--- src/rtl/cordic_pkg.sv ---
// Shared definitions for the iterative CORDIC sequencer: FSM encoding,
// binary-angle constants and the arctangent table in binary-angle units.
package cordic_pkg;

  typedef enum logic [1:0] {
    IDLE = 2'd0,
    RUN  = 2'd1,
    DONE = 2'd2
  } state_t;

  // Binary angles on a 32-bit scale (+/-pi == +/-2^31); narrower widths shift down.
  localparam logic [31:0] ANG_PI      = 32'h8000_0000;
  localparam logic [31:0] ANG_HALF_PI = 32'h4000_0000;

  // round(atan(2^-idx) * 2^(dw-1) / pi) for dw up to 32.
  function automatic logic [31:0] atan_ang(input int idx, input int dw);
    logic [63:0] v;
    case (idx)
      0:  v = 64'd536870912;
      1:  v = 64'd316933406;
      2:  v = 64'd167458908;
      3:  v = 64'd85004756;
      4:  v = 64'd42667335;
      5:  v = 64'd21354465;
      6:  v = 64'd10679838;
      7:  v = 64'd5340245;
      8:  v = 64'd2670163;
      9:  v = 64'd1335087;
      10: v = 64'd667544;
      11: v = 64'd333772;
      12: v = 64'd166886;
      13: v = 64'd83443;
      14: v = 64'd41722;
      15: v = 64'd20861;
      default: v = 64'd683565276 >> idx;
    endcase
    if (dw < 32) begin
      v = (v + (64'd1 << (31 - dw))) >> (32 - dw);
    end
    return v[31:0];
  endfunction

endpackage

--- src/rtl/cordic_atan_rom.sv ---
// Combinational arctangent lookup: iteration index -> atan(2^-i) as a DW-bit binary angle.
module cordic_atan_rom
  import cordic_pkg::*;
#(
  parameter int DW = 16,
  parameter int SW = 3
) (
  input  logic [SW-1:0] i_idx,
  output logic [DW-1:0] o_angle
);

  logic [31:0] w_full;

  always_comb begin
    w_full  = atan_ang(int'(i_idx), DW);
    o_angle = w_full[DW-1:0];
  end

endmodule

--- src/rtl/cordic_seq.sv ---
// Sequencer for a single-stage iterative CORDIC core: load, ITER steps, result handshake.
// Optional CORDIC_QUAD_PRE_EN adds quadrant pre-rotation for full +/-pi rotation range.
module cordic_seq
  import cordic_pkg::*;
#(
  parameter int DW   = 16,
  parameter int SW   = 3,
  parameter int ITER = 8
) (
  input  logic                 clk,
  input  logic                 rst_n,
  input  logic                 in_valid,
  output logic                 in_ready,
  input  logic                 mode_i,
  input  logic signed [DW-1:0] x_i,
  input  logic signed [DW-1:0] y_i,
  input  logic signed [DW-1:0] z_i,
  output logic                 out_valid,
  input  logic                 out_ready,
  output logic signed [DW-1:0] x_o,
  output logic signed [DW-1:0] y_o,
  output logic signed [DW-1:0] z_o,
  output logic                 core_enable,
  output logic                 core_mode,
  output logic signed [DW-1:0] core_x,
  output logic signed [DW-1:0] core_y,
  output logic signed [DW-1:0] core_z,
  output logic [SW-1:0]        core_shift,
  output logic [DW-1:0]        core_angle,
  input  logic signed [DW-1:0] core_xr,
  input  logic signed [DW-1:0] core_yr,
  input  logic signed [DW-1:0] core_zr
);

  state_t               r_state;
  logic                 r_in_ready;
  logic                 r_out_valid;
  logic                 r_mode;
  logic [SW-1:0]        r_cnt;
  logic signed [DW-1:0] r_x, r_y, r_z;

  logic                 w_idle;
  logic                 w_accept;
  logic                 w_last;
  logic signed [DW-1:0] w_px, w_py, w_pz;

  assign w_idle   = (r_state == IDLE);
  assign w_accept = r_in_ready & in_valid;
  assign w_last   = (r_cnt == SW'(ITER - 1));

`ifdef CORDIC_QUAD_PRE_EN
  localparam logic signed [DW-1:0] L_HALF_PI = DW'(ANG_HALF_PI >> (32 - DW));

  // Fold |z| > pi/2 into range with an exact +/-90 degree swap before loading.
  always_comb begin
    w_px = x_i;
    w_py = y_i;
    w_pz = z_i;
    if (!mode_i && (z_i > L_HALF_PI)) begin
      w_px = -y_i;
      w_py = x_i;
      w_pz = z_i - L_HALF_PI;
    end else if (!mode_i && (z_i < -L_HALF_PI)) begin
      w_px = y_i;
      w_py = -x_i;
      w_pz = z_i + L_HALF_PI;
    end
  end
`else
  assign w_px = x_i;
  assign w_py = y_i;
  assign w_pz = z_i;
`endif

  assign core_enable = w_idle & in_valid;
  assign core_mode   = w_idle ? mode_i : r_mode;
  assign core_x      = w_px;
  assign core_y      = w_py;
  assign core_z      = w_pz;
  assign core_shift  = r_cnt;

  cordic_atan_rom #(
    .DW (DW),
    .SW (SW)
  ) u_atan_rom (
    .i_idx   (r_cnt),
    .o_angle (core_angle)
  );

  assign in_ready  = r_in_ready;
  assign out_valid = r_out_valid;
  assign x_o       = r_x;
  assign y_o       = r_y;
  assign z_o       = r_z;

  always_ff @(posedge clk or negedge rst_n) begin
    if (!rst_n) begin
      r_state     <= IDLE;
      r_in_ready  <= 1'b1;
      r_out_valid <= 1'b0;
      r_mode      <= 1'b0;
      r_cnt       <= '0;
      r_x         <= '0;
      r_y         <= '0;
      r_z         <= '0;
    end else begin
      case (r_state)
        IDLE: begin
          if (w_accept) begin
            r_mode     <= mode_i;
            r_cnt      <= '0;
            r_in_ready <= 1'b0;
            r_state    <= RUN;
          end
        end
        RUN: begin
          // Core outputs on the last step already hold the final iteration.
          if (w_last) begin
            r_x         <= core_xr;
            r_y         <= core_yr;
            r_z         <= core_zr;
            r_out_valid <= 1'b1;
            r_cnt       <= '0;
            r_state     <= DONE;
          end else begin
            r_cnt <= r_cnt + 1'b1;
          end
        end
        DONE: begin
          if (out_ready) begin
            r_out_valid <= 1'b0;
            r_in_ready  <= 1'b1;
            r_state     <= IDLE;
          end
        end
        default: begin
          r_in_ready  <= 1'b1;
          r_out_valid <= 1'b0;
          r_state     <= IDLE;
        end
      endcase
    end
  end

endmodule

--- config.mk ---
export PLATFORM = sky130hd
export DESIGN_NAME = cordic_seq
export DESIGN_NICKNAME = d
export VERILOG_FILES = /design/src/rtl/cordic_pkg.sv /design/src/rtl/cordic_atan_rom.sv /design/src/rtl/cordic_seq.sv
export SDC_FILE = /design/constraint.sdc
export NUM_CORES = 1
export LEC_CHECK = 0
export CORE_UTILIZATION = 30
export CTS_CLUSTER_SIZE = 28
export DETAILED_ROUTE_END_ITERATION = 8
export GPL_TIMING_DRIVEN = 0
export HOLD_SLACK_MARGIN = 0.12
export MAX_ROUTING_LAYER = met4
export PLACE_DENSITY_LB_ADDON = 0.1
export SLEW_MARGIN = 20
export SYNTH_ARGS = -nofsm -noshare
export SYNTH_HDL_FRONTEND = slang
export SYNTH_SLANG_ARGS = --single-unit
--- constraint.sdc ---
create_clock -name clk -period 4.7 [get_ports clk]
set_input_delay 1.175 -clock clk [delete_from_list [all_inputs] [get_ports clk]]
set_output_delay 1.175 -clock clk [all_outputs]
set_load 0.005 [all_outputs]
* Word-level counts from Yosys, hierarchy flattened
Memories as Yosys holds them, arrays and structs flattened. Cells that the tools add are included.
Word-level totals: bits of input ports 101, word-level logic and storage cells 43, latch bits 0, bits in registers 56, bits in read-only memories 240, RAM bits 0, memories 1, output and inout bits 119
Memories:
- (no name shown) | depth 8, bits a word 30, rd ports 1, clocked after Yosys merged registers in 0, wr ports 0, line cordic_pkg.sv:18 | case (idx)
Operators by class: muxes and demuxes 14, multipliers 0, eq/ne operators 6, shift operators 0, div/mod/pow operators 0, reduce and logical (&&, ||, !) cells 8, bitwise operators 4, $lt $le $gt $ge 0, $add $sub $neg 2
Operator list (number):
- $add 32x16->32 const B | 1
- $reduce_and 3->1 | 3
- $mux 2 | 3
- $mux 3 | 2
- $pmux 1 s3 | 2
- $pmux 2 s3 | 1
- $pmux 3 s2 | 1
- $reduce_and 2->1 | 3
- $mux 1 | 5
- $ne 2x2->1 const B | 2
- $add 3x1->3 const B | 1
- $eq 3x3->1 const B | 1
- $and 1x1->1 | 2
- $eq 2x1->1 const B | 1
- $eq 2x2->1 const B | 1
- $logic_not 2->1 | 1
- $ne 2x1->1 const B | 1
- $not 1->1 | 2
- $reduce_bool 2->1 | 1

* Longest topological paths before layout
word-level depth 3, mapped depth 8

* By module
A second synthesis with hierarchy kept.
Unflattened totals: cells, all modules 252, area total of the unflattened synthesis 3045.4 µm²
By module, submodules not included:
- cordic_seq | area an instance 2643.8 µm², times used 1, sequential area each 1402.6 µm², cells each 194
- cordic_atan_rom | area an instance 401.6 µm², times used 1, sequential area each 0.0 µm², cells each 58

* Least setup slack after synthesis
Ideal clock, no wire load.
path type reg-to-output, from register r_cnt[1], in the netlist core_shift[1], to output core_angle[13], slack 1624 ps, arrival 1901 ps, stages on the path, launching flop included 9, required time 3525 ps, path through dfrtp_1 -> inv_1 -> ha_1 -> and2_1 -> ha_1 -> nand2_1 -> a221oi_2 -> nand4_1 -> xnor2_1
Between the ends: word-level cells in the longest chain between the ends 2
RTL lines:
- start, declared | line cordic_seq.sv:39 | logic [SW-1:0] r_cnt;
- start signal, assigned | line cordic_seq.sv:126 | r_cnt <= r_cnt + 1'b1;
- $mem_v2 8x30
- $add 32x16->32 | line cordic_pkg.sv:38 | v = (v + (64'd1 << (31 - dw))) >> (32 - dw);
- end, declared | line cordic_seq.sv:29 | output logic [DW-1:0] core_angle,
Every way passes these cells.

* Worst setup path after layout
Ends and elaborated chain as after synthesis.

==> run_results.csv <==
group,metric,value,unit
worst_setup_path,critical_path.slowest_cell,"dfrtp_1",
grt,grt_max_degree,49,
pwr,ir_drop,0.269,mV
worst_setup_path,cp.depth,9,
floorplan,core,9420,um2
routing,via_count,2393,
cts,path_clk_slew,100,ps
run_status,status,"completed",
floorplan,rows,35,
logic_synthesis,yosys.area_share.simple,8.46,%
timing,finalSetupViolations,0,
timing,skew,2.49,ps
place,dpl.hpwl,5620,um
place,portBuffers,169,
timing,finalSetupTns,0,ps
timing,rsz0062_at_grt,"no",
routing,routed_wl,7150,um
worst_setup_path,required,3520,ps
worst_hold_path,hold_class,"reg2reg",
routing,routed_via_density,4.30,
run,maxCapViolCount,0,
cells_and_area,nets,536,
cts,post_cts_buffers,0,
cts,worstSkewPairLatency,300,ps
cts,cts.htree.levels,2,
timing,max_freq,239,MHz
logic_synthesis,synth_xor_area_share,1.47,%
grt,grt_usage,13.8,%
worst_setup_path,start_kind,"flop",
cts,cts_made_buffers,5,
cells_and_area,num-fill-cells,849,
grt,grt_pass1_vias,2334,
routing,drc,0,
worst_setup_path,crit_type,"reg2out",
routing,drt_iter0_markers,20,
timing,hold_viol,0,
logic_synthesis,synthTopCellsByArea,"dfrtp_1, mux2_1, buf_4",
floorplan,die_x,102,um
cts,numClockSinks,56,
worst_setup_path,arrival,3020,ps
worst_setup_path,path_cells,"inv_1 -> ha_1 -> and2_1 -> ha_1 -> nand2_1 -> a221oi_2 -> nand4_1 -> xnor2_1 -> clkdlybuf4s50_1",
logic_synthesis,synth_top_family_by_area,"multiplexers",
routing,wire_per_inst,12.9,um
worst_setup_path,ff2ff_path_depth,6,
cts,cts_tree,"yes",
floorplan,io_pins,220,
grt,grt_pass1_wl,10800,um
place,gp_congestion,0.769,
logic_synthesis,syn_avg_cell_area,12.0,um2
floorplan,die-area,10300,um2
place,placed_area,4850,um2
logic_synthesis,yosysUniqueCellTypes,31,
grt,antenna_found_initial,0,
logic_synthesis,synthCells,248,
worst_setup_path,end_kind,"output port",
logic_synthesis,synth_adder_area_share,3.79,%
routing,drtAntennaViolNets,0,
cells_and_area,areaGrowthSynthToFinish,67.4,%
worst_setup_path,worst-path-buf-inv,2,
logic_synthesis,yosys_warnings,0,
worst_hold_path,worstHoldPathCells,1,
worst_setup_path,critical-path-top-delay-family,"buffers and inverters",
cts,clock_path_buffers,2,
timing,drv_slew,0,
floorplan,start_util,31.6,%
pwr,leakage,2.17,nW
logic_synthesis,synth-compound-area-share,3.66,%
worst_setup_path,critPathMaxFanout,10,
worst_setup_path,critical-path-max-stage-delay,600,ps
cells_and_area,drive_gt1_share,18.3,%
routing,first_pass_iters,4,
timing,layout_worst_path_cycle_share,89.2,%
grt,grt-ovfl-total,0,
cells_and_area,finish.instance_area,4980,um2
cts,clk_root_buffer_cell,"clkbuf_8",
logic_synthesis,seq_area_frac_synth,47.2,%
logic_synthesis,synth.top_cell.area_share,46.3,%
logic_synthesis,ys_seq_elements,56,
timing,min_period,4190,ps
cells_and_area,num_antenna_cells,0,
logic_synthesis,synth_mux_area_share,20.1,%
logic_synthesis,synth.cell_area,2970,um2
logic_synthesis,synth.largest_area_cell,"dfrtp_1",
floorplan,die_h,102,um
cts,cts_hold_buf,0,
pwr,powerDensity,502,nW/um2
worst_setup_path,critPathMostFrequentCell,"ha_1",
cts,post_cts_resized,0,
[power by group]
part | switching, mW | internal, mW | leakage, nW
clock network | 0.158 | 0.175 | 0.0614
registers | 0.136 | 0.713 | 0.656
logic | 0.450 | 0.866 | 1.45
total | 0.744 | 1.75 | 2.17
[final cells by class]
cell class | instances | area [um2] | area share [%]
multi-input combinational | 130 | 1120 | 22.5
tap | 129 | 161 | 3.24
buffer | 59 | 435 | 8.75
timing repair buffer | 170 | 1720 | 34.5
clock inverter | 2 | 38.8 | 0.779
sequential | 56 | 1400 | 28.2
clock buffer | 6 | 82.6 | 1.66
inverter | 4 | 17.5 | 0.352
[sequential cells by signal, summed over array words and instances (netlist names)]
name,cells
core_shift,3
x_o,16
r_mode,1
z_o,16
in_ready,1
out_valid,1
r_state,2
y_o,16
[cells in the mapped netlist]
cell / number
nand3_1: 4
nand2b_1: 4
or3_4: 1
dfrtp_1: 55
nand2_1: 12
nor3_1: 2
mux2_1: 51
o21ai_1: 3
a21oi_1: 12
mux2_2: 2
and2_1: 2
nor3b_1: 1
ha_1: 9
xnor2_1: 4
nand3b_4: 2
a22o_1: 1
buf_6: 2
o21ai_0: 2
buf_2: 6
nand4_1: 2
xor2_1: 1
conb_1: 1
inv_1: 3
or2_1: 1
nor2_1: 7
a221oi_2: 1
nor3_4: 1
buf_4: 51
nor2b_1: 3
inv_4: 1
dfstp_2: 1
[logic make-up (layout without fill, tap and decap cells)]
group	after synthesis	in the layout
compound gates	19	19
mux	53	53
simple gates	42	42
flops	56	56
xor+xnor	5	5
other cells	1	2
buf+inv	63	241
fa+ha+maj	9	9
[per-stage QoR]
step / worst slack [ps] / cells / utilization [%] / hold WS (ps) / power [mW]
floorplan: 1620 / 249 / - / 454 / 1.35
global placement: 559 / 547 / 51.3 / 468 / 2.17
detailed placement: 848 / 548 / 51.6 / 475 / 2.19
global route: 191 / 556 / 52.9 / 511 / 2.69
CTS: 492 / 556 / 52.9 / 499 / 2.54
finish: 510 / 556 / 52.9 / 493 / 2.50
[routing by layer]
layer  routed length, um  track usage [%]
met1                2830             15.6
met3                 832             5.18
met2                3450             23.0
met4                  36             3.34
met5                   0                -
[cells in the final DEF (no fill, tap or decap), types with 2 or more instances in the layout]
cell             count
ha_1                 9
mux2_2               2
inv_1                3
clkdlybuf4s50_1    168
o21ai_0              2
nor2_1               7
a21oi_1             12
nand3b_4             2
nand2b_1             4
nand2_1             12
nand3_1              4
nor3_1               2
nor2b_1              3
buf_6                2
xnor2_1              4
mux2_1              51
buf_2                6
dfrtp_1             55
nand4_1              2
buf_4               52
clkbuf_8             6
and2_1               2
conb_1               2
o21ai_1              3
[final timing paths]
| kind | start | end | slack (ps) |
|---|---|---|---|
| max reg2reg | core_shift[1]$_DFFE_PN0P_ | z_o[1]$_DFFE_PN0P_ | 2550 |
| min in group asynchronous | rst_n | x_o[0]$_DFFE_PN0P_ | 690 |
| max in group asynchronous | rst_n | in_ready$_DFFE_PN1P_ | 3480 |
| min | r_mode$_DFFE_PN0P_ | r_mode$_DFFE_PN0P_ | 490 |
| min reg2reg | r_mode$_DFFE_PN0P_ | r_mode$_DFFE_PN0P_ | 490 |
| max | core_shift[1]$_DFFE_PN0P_ | core_angle[13] | 510 |
No activity file was read; power rests on OpenSTA's default activity.
